File: config.mk
export PLATFORM = sky130hd
export DESIGN_NAME = load_store_unit_flat
export DESIGN_NICKNAME = d
export VERILOG_FILES = /design/src/rtl/load_store_unit_if.sv /design/src/rtl/load_store_unit.sv /design/src/flat_wrapper.sv
export SDC_FILE = /design/constraint.sdc
export NUM_CORES = 1
export LEC_CHECK = 0
export ABC_AREA = 1
export ABC_CLOCK_PERIOD_IN_PS = 4070
export CORE_UTILIZATION = 35
export DETAILED_ROUTE_END_ITERATION = 8
export GPL_ROUTABILITY_DRIVEN = 1
export GPL_TIMING_DRIVEN = 0
export MAX_ROUTING_LAYER = met4
export SYNTH_ARGS = -nofsm -noshare
export SYNTH_HDL_FRONTEND = slang
export SYNTH_SLANG_ARGS = --single-unit
export TNS_END_PERCENT = 10
File: constraint.sdc
create_clock -name clk -period 4.07 [get_ports clk]
set_input_delay 0.814 -clock clk [delete_from_list [all_inputs] [get_ports clk]]
set_output_delay 0.814 -clock clk [all_outputs]
set_load 0.05 [all_outputs]
File: src/rtl/load_store_unit_if.sv
// Request/response channel between the execute stage and the load/store unit.
interface load_store_unit_if;
  logic        req_valid;
  logic        req_ready;
  logic        req_write;
  logic        req_size;
  logic        req_signed;
  logic [11:0] req_addr;
  logic [31:0] req_wdata;
  logic        resp_valid;
  logic        resp_err;
  logic [31:0] resp_rdata;

  modport master (
    output req_valid, req_write, req_size, req_signed, req_addr, req_wdata,
    input  req_ready, resp_valid, resp_err, resp_rdata
  );

  modport slave (
    input  req_valid, req_write, req_size, req_signed, req_addr, req_wdata,
    output req_ready, resp_valid, resp_err, resp_rdata
  );
endinterface

File: src/rtl/load_store_unit.sv
// Load/store sequencer: turns byte or aligned word requests into single-byte
// accesses on the data memory byte port and returns a one-cycle response.
module load_store_unit (
  input  logic               clk,
  input  logic               reset_n,   // active-high asynchronous reset
  load_store_unit_if.slave   bus,
  output logic [11:0]        mem_address,
  output logic [1:0]         mem_write_enable,
  output logic [1:0]         mem_read_enable,
  output logic [7:0]         mem_write_data,
  input  logic [7:0]         mem_read_data
);

  typedef enum logic [2:0] {IDLE, WRITE, READ, RTAIL, RESP} state_t;

  state_t      state;
  state_t      state_next;
  logic [1:0]  k;
  logic [11:0] base;
  logic [31:0] wdata;
  logic [31:0] asm_data;
  logic        op_write;
  logic        op_size;
  logic        op_signed;
  logic        op_err;
  logic [1:0]  last_k;
  logic        misaligned;

  // Index of the final byte: 0 for byte operations, 3 for word operations.
  assign last_k     = op_size ? 2'd3 : 2'd0;
  assign misaligned = bus.req_size && (bus.req_addr[1:0] != 2'b00);

  // State register.
  always_ff @(posedge clk or posedge reset_n) begin
    if (reset_n) begin
      state <= IDLE;
    end else begin
      state <= state_next;
    end
  end

  // Next-state logic plus state-decoded handshake, response and enables.
  always_comb begin
    state_next       = state;
    bus.req_ready    = 1'b0;
    bus.resp_valid   = 1'b0;
    bus.resp_err     = 1'b0;
    bus.resp_rdata   = 32'h0000_0000;
    mem_write_enable = 2'b00;
    mem_read_enable  = 2'b00;
    case (state)
      IDLE: begin
        bus.req_ready = 1'b1;
        if (bus.req_valid) begin
          if (misaligned) begin
            state_next = RESP;
          end else if (bus.req_write) begin
            state_next = WRITE;
          end else begin
            state_next = READ;
          end
        end else begin
          state_next = IDLE;
        end
      end
      WRITE: begin
        mem_write_enable = 2'b01;
        if (k == last_k) begin
          state_next = RESP;
        end else begin
          state_next = WRITE;
        end
      end
      READ: begin
        mem_read_enable = 2'b01;
        if (k == last_k) begin
          state_next = RTAIL;
        end else begin
          state_next = READ;
        end
      end
      RTAIL: begin
        state_next = RESP;
      end
      RESP: begin
        bus.resp_valid = 1'b1;
        bus.resp_err   = op_err;
        if (!op_err && !op_write) begin
          if (op_size) begin
            bus.resp_rdata = asm_data;
          end else begin
            bus.resp_rdata = {{24{asm_data[7] & op_signed}}, asm_data[7:0]};
          end
        end else begin
          bus.resp_rdata = 32'h0000_0000;
        end
        state_next = IDLE;
      end
      default: begin
        state_next = IDLE;
      end
    endcase
  end

  // Request latch, byte counter, registered memory address/data and read assembly.
  // The address/data registers are loaded at accept so the first access is
  // already on the port in the cycle after accept, with no req->mem comb path.
  always_ff @(posedge clk or posedge reset_n) begin
    if (reset_n) begin
      k              <= 2'd0;
      base           <= 12'h000;
      wdata          <= 32'h0000_0000;
      asm_data       <= 32'h0000_0000;
      op_write       <= 1'b0;
      op_size        <= 1'b0;
      op_signed      <= 1'b0;
      op_err         <= 1'b0;
      mem_address    <= 12'h000;
      mem_write_data <= 8'h00;
    end else begin
      case (state)
        IDLE: begin
          if (bus.req_valid) begin
            k         <= 2'd0;
            base      <= bus.req_addr;
            wdata     <= bus.req_wdata;
            op_write  <= bus.req_write;
            op_size   <= bus.req_size;
            op_signed <= bus.req_signed;
            op_err    <= misaligned;
            if (!misaligned) begin
              mem_address <= bus.req_addr;
              if (bus.req_write) begin
                mem_write_data <= bus.req_wdata[7:0];
              end
            end
          end
        end
        WRITE: begin
          if (k != last_k) begin
            k              <= k + 2'd1;
            mem_address    <= base + {10'd0, k} + 12'd1;
            mem_write_data <= wdata[{k + 2'd1, 3'b000} +: 8];
          end
        end
        READ: begin
          // Memory read data lags the address by one cycle.
          if (k != 2'd0) begin
            asm_data[{k - 2'd1, 3'b000} +: 8] <= mem_read_data;
          end
          if (k != last_k) begin
            k           <= k + 2'd1;
            mem_address <= base + {10'd0, k} + 12'd1;
          end
        end
        RTAIL: begin
          asm_data[{last_k, 3'b000} +: 8] <= mem_read_data;
        end
        default: begin
          k <= k;
        end
      endcase
    end
  end

endmodule

File: src/flat_wrapper.sv
// flat-port wrapper written by rule: the top's interface ports become plain ports
module load_store_unit_flat 
  (clk, reset_n, mem_address, mem_write_enable, mem_read_enable, mem_write_data, mem_read_data, bus_req_valid, bus_req_write, bus_req_size, bus_req_signed, bus_req_addr, bus_req_wdata, bus_req_ready, bus_resp_valid, bus_resp_err, bus_resp_rdata);
  load_store_unit_if bus_i ();
  input  logic clk;
  input  logic reset_n;
  output logic [11:0] mem_address;
  output logic [1:0] mem_write_enable;
  output logic [1:0] mem_read_enable;
  output logic [7:0] mem_write_data;
  input  logic [7:0] mem_read_data;
  input wire logic [$bits(bus_i.req_valid)-1:0] bus_req_valid;
  input wire logic [$bits(bus_i.req_write)-1:0] bus_req_write;
  input wire logic [$bits(bus_i.req_size)-1:0] bus_req_size;
  input wire logic [$bits(bus_i.req_signed)-1:0] bus_req_signed;
  input wire logic [$bits(bus_i.req_addr)-1:0] bus_req_addr;
  input wire logic [$bits(bus_i.req_wdata)-1:0] bus_req_wdata;
  output wire logic [$bits(bus_i.req_ready)-1:0] bus_req_ready;
  output wire logic [$bits(bus_i.resp_valid)-1:0] bus_resp_valid;
  output wire logic [$bits(bus_i.resp_err)-1:0] bus_resp_err;
  output wire logic [$bits(bus_i.resp_rdata)-1:0] bus_resp_rdata;
  assign bus_i.req_valid = bus_req_valid;
  assign bus_i.req_write = bus_req_write;
  assign bus_i.req_size = bus_req_size;
  assign bus_i.req_signed = bus_req_signed;
  assign bus_i.req_addr = bus_req_addr;
  assign bus_i.req_wdata = bus_req_wdata;
  assign bus_req_ready = bus_i.req_ready;
  assign bus_resp_valid = bus_i.resp_valid;
  assign bus_resp_err = bus_i.resp_err;
  assign bus_resp_rdata = bus_i.resp_rdata;
  load_store_unit u_core (.clk(clk), .reset_n(reset_n), .bus(bus_i), .mem_address(mem_address), .mem_write_enable(mem_write_enable), .mem_read_enable(mem_read_enable), .mem_write_data(mem_write_data), .mem_read_data(mem_read_data));
endmodule
# [Word-level counts from Yosys, hierarchy flattened]
# Cells that the tools add are included.
[word_totals] regBits=105 in_bits=58 output_inout_bits=59
[op_classes] addsub=6 eq_ne=12 n_shift=5 mux=31 bitwise=1 reduce_logical=16
[ops] cell="32-bit 2-to-1 mux" count=4
[ops] cell="32-bit bitwise mux" count=2
[ops] cell="32-bit one-hot mux with 2 select lines" count=1
[ops] cell="8-bit by 7-bit variable shift with 32-bit output, first input constant" count=2
[ops] cell="8-bit by 7-bit indexed part select with 32-bit output" count=2
[ops] cell="12-bit 2-to-1 mux" count=3
[ops] cell="8-bit 2-to-1 mux" count=4
[ops] cell="32-bit by 6-bit indexed part select with 8-bit output" count=1
[ops] cell="12-bit one-hot mux with 2 select lines" count=1
[ops] cell="8-bit one-hot mux with 2 select lines" count=1
[ops] cell="5-bit negator with 7-bit output" count=2
[ops] cell="12-bit by 1-bit adder with 12-bit output, second input constant" count=1
[ops] cell="12-bit by 2-bit adder with 12-bit output" count=1
[ops] cell="3-bit one-hot mux with 4 select lines" count=1
[ops] cell="2-bit nonzero test" count=5
[ops] cell="3-bit 2-to-1 mux" count=3
[ops] cell="2-bit 2-to-1 mux" count=4
[ops] cell="3-bit by 2-bit == test with 1-bit output, second input constant" count=2
[ops] cell="1-bit 2-to-1 mux" count=6
[ops] cell="2-bit by 1-bit inequality test with 1-bit output, second input constant" count=3
[ops] cell="2-bit inequality test, second input constant" count=3
[ops] cell="5-bit AND reduction" count=1
[ops] cell="2-bit one-hot mux with 2 select lines" count=1
[ops] cell="2-bit AND reduction" count=2
[ops] cell="13 further kinds" count=15

# [Logic depth before layout (Yosys ltp)]
# Gate-level depths: netlist (run 1).
[depth] depth_word=6 ltp_mapped=12

# [Least setup slack after synthesis (run 1)]
# Ideal clock, no wire load.
[synth_path] kind="register to output" startpoint="reg u_core.state[1]" endpoint="out bus_resp_rdata[0]" arrival_time_ns=3.374 t_required_ns=3.256 setup_slack_ns=-0.118 stages_incl_launch_ff=4 path_cell_list="dfrtp_1 -> nor3_1 -> clkinv_1 -> nor3_1"
[synth_between] elab_chain_cells=2
[synth_lines] element="start: declaration" line_no="load_store_unit.sv:16" source="state_t state;"
[synth_lines] element="start signal: assignment" line_no="load_store_unit.sv:38" source="state <= state_next;"
[synth_lines] element="3-bit == test" line_no="load_store_unit.sv:51" source="case (state)"
[synth_lines] element="32-bit 2-to-1 mux" line_no="load_store_unit.sv:51"
[synth_lines] element="end: declaration" line_no="flat_wrapper.sv:21" source="output wire logic [$bits(bus_i.resp_rdata)-1:0] bus_resp_rdata;"
# No other way between the ends.

# [Final worst setup path (run 1)]
[layout_path] startpoint="reg u_core.state[1]" endpoint="out bus_resp_rdata[13]"
# Same word-level chain as after synthesis.

==> impl_metrics.tcl, run 1 <==
set metrics [dict create \
    cts_made_buffers 9 \
    finClkSkew_ps 6.138 \
    dr.first_iter.drc_count 357 \
    status "complete, but fails checks" \
    finalMaxSlewViolations 0 \
    cp_num_buf_inv 2 \
    yosysSeqAreaShare_pct 49.17 \
    critPathMaxFanout 10 \
    post_cts_buffers 0 \
    grt-busiest-layer "met2" \
    grt_use_total_pct 19.60 \
    hp-class "register to register" \
    core_mm2 0.01470 \
    whs_ps 477.4 \
    antenna_found_initial 0 \
    cpPeakStageDelay_ps 820 \
    cp-start-kind "register" \
    dr.pass1.iters 8 \
    dieArea_mm2 0.01577 \
    synth_cell_types 33 \
    fin_crit_sh_pct 82.46 \
    crit_family "buffers and inverters" \
    setup_viol 0 \
    io_buffers 114 \
    layout_setup_ws_ps 713.8 \
    postCtsHoldBufs 0 \
    first_global_vias 4511 \
    diodes 0 \
    viasPerCell 4.670 \
    ctsResizeCount 0 \
    grt_use_met3_pct 3.209 \
    avgSynthCellArea_um2 7.495 \
    pin_count 117 \
    die_w_um 125.6 \
    netlist_area_mm2 0.005344 \
    worst_setup_path_end_kind "output port" \
    cts_max_level 3 \
    cts_buffer_depth 2 \
    final_layout_size_suffix_gt1_share_pct 6.272 \
    initial_core_util_pct 36.36 \
    arrival_ps 2540 \
    cts.clk_slew.worst_paths_ps 70 \
    route.detailed.drc 8 \
    p_leak_uw 0.003442 \
    cts_tree "yes" \
    fin_crit_ps 3356 \
    fp-row-count 44 \
    antenna_left 0 \
    met2_usage_pct 30.56 \
    violations "design-rule violations" \
    finish.utilization_pct 47.97 \
    area_growth_pct 31.96 \
    cpMaxStageDelayCell "clkdlybuf4s50_1" \
    synthCells 713 \
    die_y_um 125.6 \
    route.vias.total 4805 \
    gp_congestion 0.8324 \
    finalPower_uw 5592 \
    grt_start_max_net_pins 61 \
    grt_overflow 0 \
    max_freq_mhz 298.0 \
    fin_nets 906 \
    required_ps 3260 \
    worst_pin_slew_ps 968.8 \
    path_class "register to output port" \
    clk_latency_ps 350 \
    hold_viol 0 \
    wl_um 14200 \
    grt_pass1_wl_um 23230 \
    cts-root-buf "clkbuf_16" \
    grt.met1_usage_pct 26.08 \
    ys.warnings.count 0 \
    ir_drop_uv 258.4 \
    dp_hpwl_um 10650 \
    yosys_register_bits 105 \
    max-slew-margin-rel_pct 34.91 \
    rsz0062_at_grt "false" \
    pwr_density_cell_mw_per_mm2 792.9 \
    wl_per_cell_um 13.80 \
    place_ws_ps 1078 \
    max-cap-violations 0 \
    cts_num_sinks 105 \
    crit_chain "nor3_2, nand3_2, buf_2, a21oi_1, clkdlybuf4s50_1" \
]
==> through the flow <==
stage | cell area (µm²) | TNS, ps | instances
floorplan | 5353 | 0 | 714
global placement | 6724 | -132450 | 1012
detailed placement | 6754 | 0 | 1013
CTS | 7052 | 0 | 1029
global route | 7052 | 0 | 1029
finish | 7052 | 0 | 1029
==> routing by layer <==
metal | vias to the layer above | wire, µm
met4 | 0 | 154
met2 | 133 | 6602
li1 | 2483 | -
met3 | 11 | 648
met1 | 2178 | 6794
met5 | - | 0
==> cell usage in the layout, fill, tap and decap left out, types with 2 or more instances in the layout <==
cell type,count
nor2_4,4
clkinvlp_4,2
buf_2,7
inv_1,67
conb_1,2
clkbuf_16,9
nand3_1,48
a21oi_1,15
inv_2,3
dfrtp_1,105
o21ai_2,2
ha_1,7
nand2_2,3
nand4_1,3
nor2_2,3
nor3_1,10
o21ai_0,65
clkbuf_1,12
nand2_1,268
clkinv_2,2
nor2_1,63
clkinv_1,2
buf_6,4
clkdlybuf4s50_1,114
o21ai_1,5
buf_4,4
==> layout make-up <==
class	instances	area [µm²]
Fill cell	1509	7647
Sequential cell	105	2628
Multi-Input combinational cell	509	2296
Timing Repair Buffer	115	1169
Inverter	73	276.5
Clock buffer	11	242.7
Tap cell	184	230.2
Buffer	27	155.1
Clock inverter	5	55.05
==> final timing paths <==
check | start | end | slack, ps | depth (start not counted)
worst max-delay path | u_core.state[1]$_DFF_PP0_ | bus_resp_rdata[13] | 710 | 5
worst min-delay path | u_core.wdata[5]$_DFFE_PP0P_ | u_core.wdata[5]$_DFFE_PP0P_ | 480 | 2
worst max register to register | u_core.k[0]$_DFFE_PP0P_ | u_core.asm_data[16]$_DFFE_PP0P_ | 1180 | 7
worst min register to register | u_core.wdata[5]$_DFFE_PP0P_ | u_core.wdata[5]$_DFFE_PP0P_ | 480 | 2
max in group asynchronous | reset_n | u_core.mem_address[5]$_DFFE_PP0P_ | 2460 | 3
min in group asynchronous | reset_n | u_core.asm_data[6]$_DFFE_PP0P_ | 890 | 2
==> synth_stat cells <==
library cell / instances / area [µm²]
nand3_4: 1 / 17.52
clkinv_1: 2 / 7.510
buf_4: 4 / 30.03
clkbuf_1: 11 / 41.29
dfrtp_1: 105 / 2628
nand2_1: 268 / 1006
nand3_2: 1 / 10.01
nor3_1: 11 / 55.05
xnor2_1: 1 / 8.760
ha_1: 7 / 87.58
nor3b_4: 1 / 18.77
conb_1: 1 / 3.750
nand3b_1: 1 / 7.510
inv_1: 68 / 255.2
nand4_1: 3 / 18.77
fa_1: 1 / 20.02
a21o_1: 1 / 7.510
nor2_4: 4 / 45.04
a31oi_1: 1 / 6.260
o21ai_1: 5 / 25.02
o21ai_2: 2 / 17.52
buf_1: 1 / 3.750
nor2_2: 3 / 18.77
o21ai_0: 65 / 325.3
nand3_1: 48 / 240.2
a21oi_1: 15 / 75.07
nor2_1: 63 / 236.5
buf_6: 4 / 45.04
nand2_4: 1 / 11.26
buf_2: 7 / 35.03
or2_2: 1 / 6.260
inv_2: 3 / 11.26
nand2_2: 3 / 18.77
==> flip-flops by register name (all words and copies together), names as in the netlist, 2 cells and up <==
register and flops:
u_core.base 12, u_core.state 3, u_core.mem_write_data 8, u_core.wdata 32, u_core.k 2, u_core.mem_address 12
u_core.asm_data 32
==> worst min-delay path, delay by kind of cell (launching register included) <==
| family | cells | cell delay [ps] |
|---|---|---|
| flops | 1 | 340 |
| simple gates | 2 | 110 |
==> cell families (layout without fill, tap and decap cells) <==
logic type,after synthesis,in the layout,synth area share (%)
adders and majority gates,8,8,2.014
buffers and inverters,100,231,8.031
other,1,2,0.07017
xor gates and xnor gates,1,1,0.1639
DFF,105,105,49.17
and+or+nand+nor,409,409,32.01
AOI/OAI and AO/OA,89,89,8.546
==> where the power goes <==
group,internal (µW),switching (µW),leakage (µW)
registers,1520,294,0.00123
clock network,492,395,0.000142
logic,934,1950,0.00207
No activity file was read; power rests on OpenSTA's default activity.
==> run 2: changes to the inputs <==
ABC_CLOCK_PERIOD_IN_PS = 2700   (was 4070)
clock period = 2.7 ns   (was 4.07 ns; I/O delays follow)
==> impl_metrics.tcl, run 2 (synthesis gave the netlist of run 1 again) <==
set metrics [dict create \
    gp_congestion 0.8240 \
    ir_drop_uv 489.7 \
    pin_count 117 \
    rr_worst_depth 7 \
    min_to "u_core.wdata[22]$_DFFE_PP0P_" \
    worst_pin_slew_ps 763.3 \
    fin_crit_sh_pct 97.42 \
    pwr_density_cell_mw_per_mm2 1217 \
    cts_tree "yes" \
    crit_chain "nor3_4, nand3_2, buf_2, nor2_1, clkdlybuf4s15_1" \
    hold_viol 0 \
    final-instance-count-excl-fill 1030 \
    finClkSkew_ps 4.104 \
    dr.pass1.iters 9 \
    viasPerCell 4.699 \
    arrival_ps 2090 \
    max-slew-margin-rel_pct 49.01 \
    status "complete, but fails checks" \
    cts-root-buf "clkbuf_16" \
    hold_depth 2 \
    finish.utilization_pct 47.60 \
    violations "design-rule violations" \
    setup_tns_ps 0 \
    antenna_left 0 \
    cts_buffer_depth 2 \
    io_buffers 114 \
    max_freq_mhz 380.2 \
    final_common_cell "nand2_1" \
    antenna_found_initial 0 \
    diodes 0 \
    wl_per_cell_um 13.82 \
    grt_pass1_wl_um 23130 \
    fin_nets 907 \
    die_y_um 125.6 \
    cpPeakStageDelay_ps 500 \
    final_cell_mix "nand2_1 (268), dfrtp_1 (105), clkdlybuf4s50_1 (80)" \
    die_w_um 125.6 \
    worst_setup_path_end_kind "output port" \
    crit_family "buffers and inverters" \
    dp_hpwl_um 10630 \
    cp_num_buf_inv 2 \
    cp-start-kind "register" \
    first_global_vias 4561 \
    route.detailed.drc 8 \
    route.vias.total 4840 \
    top_regs "u_core.asm_data: 32 flops, u_core.wdata: 32 flops" \
    ctsResizeCount 44 \
    max-cap-violations 0 \
    dr.first_iter.drc_count 256 \
    post_cts_buffers 0 \
    required_ps 2160 \
    critPathMaxFanout 10 \
    cts_max_level 3 \
    initial_core_util_pct 36.36 \
    cts_num_sinks 105 \
    grt_use_total_pct 19.34 \
    fin_crit_ps 2630 \
    wl_um 14240 \
    area_growth_pct 30.93 \
    timing.rr.end "u_core.asm_data[13]$_DFFE_PP0P_" \
    dieArea_mm2 0.01577 \
    finalMaxSlewViolations 0 \
    rsz0062_at_grt "true" \
    cpMaxStageDelayCell "clkdlybuf4s15_1" \
    hp-class "register to register" \
    final_layout_size_suffix_gt1_share_pct 9.456 \
    p_leak_uw 0.003524 \
    postCtsHoldBufs 0 \
    fillers 1498 \
    grt_start_max_net_pins 40 \
    cts_made_buffers 9 \
    placed_cells 1014 \
    setup_viol 0 \
    cts.clk_slew.worst_paths_ps 70 \
    fp-row-count 44 \
    clk_latency_ps 340 \
    rr_startpoint "u_core.k[0]$_DFFE_PP0P_" \
    grt_overflow 0 \
    reg2reg_slack_ps 280 \
    core_mm2 0.01470 \
    path_class "register to output port" \
    min-delay-start "u_core.wdata[22]$_DFFE_PP0P_" \
]
==> run 2: cell types whose count changed in the layout (fill, tap and decap cells not counted), moves of 2 or more <==
cell / before / now
clkdlybuf4s50_1: 114 / 80
clkbuf_2: 0 / 23
dlygate4sd2_1: 0 / 6
clkdlybuf4s15_1: 0 / 5
nor3_1: 10 / 7
buf_12: 0 / 2
clkinv_2: 2 / 0
nor3_2: 1 / 3
==> run 2: metrics by stage <==
| step | hold slack, ps | instance area, µm² | power (µW) | setup WS [ps] |
|---|---|---|---|---|
| 2_1_floorplan | 441.7 | 5368 | 5794 | -288.3 |
| 3_3_place_gp | 455.6 | 6739 | 7105 | -277.7 |
| 3_5_place_dp | 458.5 | 6779 | 7165 | -187.5 |
| 4_1_cts | 475.6 | 7079 | 8583 | 2.164 |
| 5_1_grt | 499.3 | 6997 | 9186 | -62.73 |
| 6_report | 476.7 | 6997 | 8513 | 69.66 |
==> run 2: worst max-delay path by stage <==
| stage | depth (start not counted) | start | end | slack, ps |
|---|---|---|---|---|
| floorplan | 3 | u_core.state[1]$_DFF_PP0_ | bus_resp_rdata[0] | -290 |
| global placement | 2 | reset_n | u_core.mem_address[7]$_DFFE_PP0P_ | -280 |
| detailed placement | 7 | u_core.k[0]$_DFFE_PP0P_ | u_core.asm_data[18]$_DFFE_PP0P_ | -190 |
| CTS | 5 | u_core.state[1]$_DFF_PP0_ | bus_resp_rdata[24] | 2 |
| global route | 5 | u_core.state[1]$_DFF_PP0_ | bus_resp_rdata[22] | -60 |
| finish | 5 | u_core.state[1]$_DFF_PP0_ | bus_resp_rdata[22] | 70 |
==> run 2: layout make-up <==
| cell class | count | area (µm²) | area share [%] |
|---|---|---|---|
| Timing Repair Buffer | 116 | 1065 | 15.22 |
| Inverter | 73 | 277.8 | 3.970 |
| Buffer | 27 | 156.4 | 2.235 |
| Sequential cell | 105 | 2628 | 37.55 |
| Multi-Input combinational cell | 509 | 2317 | 33.12 |
| Clock inverter | 4 | 76.32 | 1.091 |
| Clock buffer | 12 | 246.5 | 3.523 |
| Tap cell | 184 | 230.2 | 3.290 |
==> run 2: routing by layer <==
layer	global-route usage [%]	wire length [µm]	vias up
met3	3.252	693	16
met1	26.39	6917	2211
met4	6.098	221	0
met2	29.25	6405	134
li1	-	-	2479
met5	-	0	-
==> run 2: worst reg2reg max path: stages, from the launching register on <==
cell	delay [ps]
dfrtp_1	470
inv_2	160
clkbuf_2	280
ha_1	390
clkinv_1	300
nor3_2	480
nand3_1	160
o21ai_0	100
==> run 2: power breakdown <==
group / total, µW / leakage [µW] / switching, µW / internal, µW
clock network: 1420 / 0.000153 / 577 / 841
logic: 4340 / 0.00214 / 2980 / 1370
registers: 2750 / 0.00123 / 454 / 2300
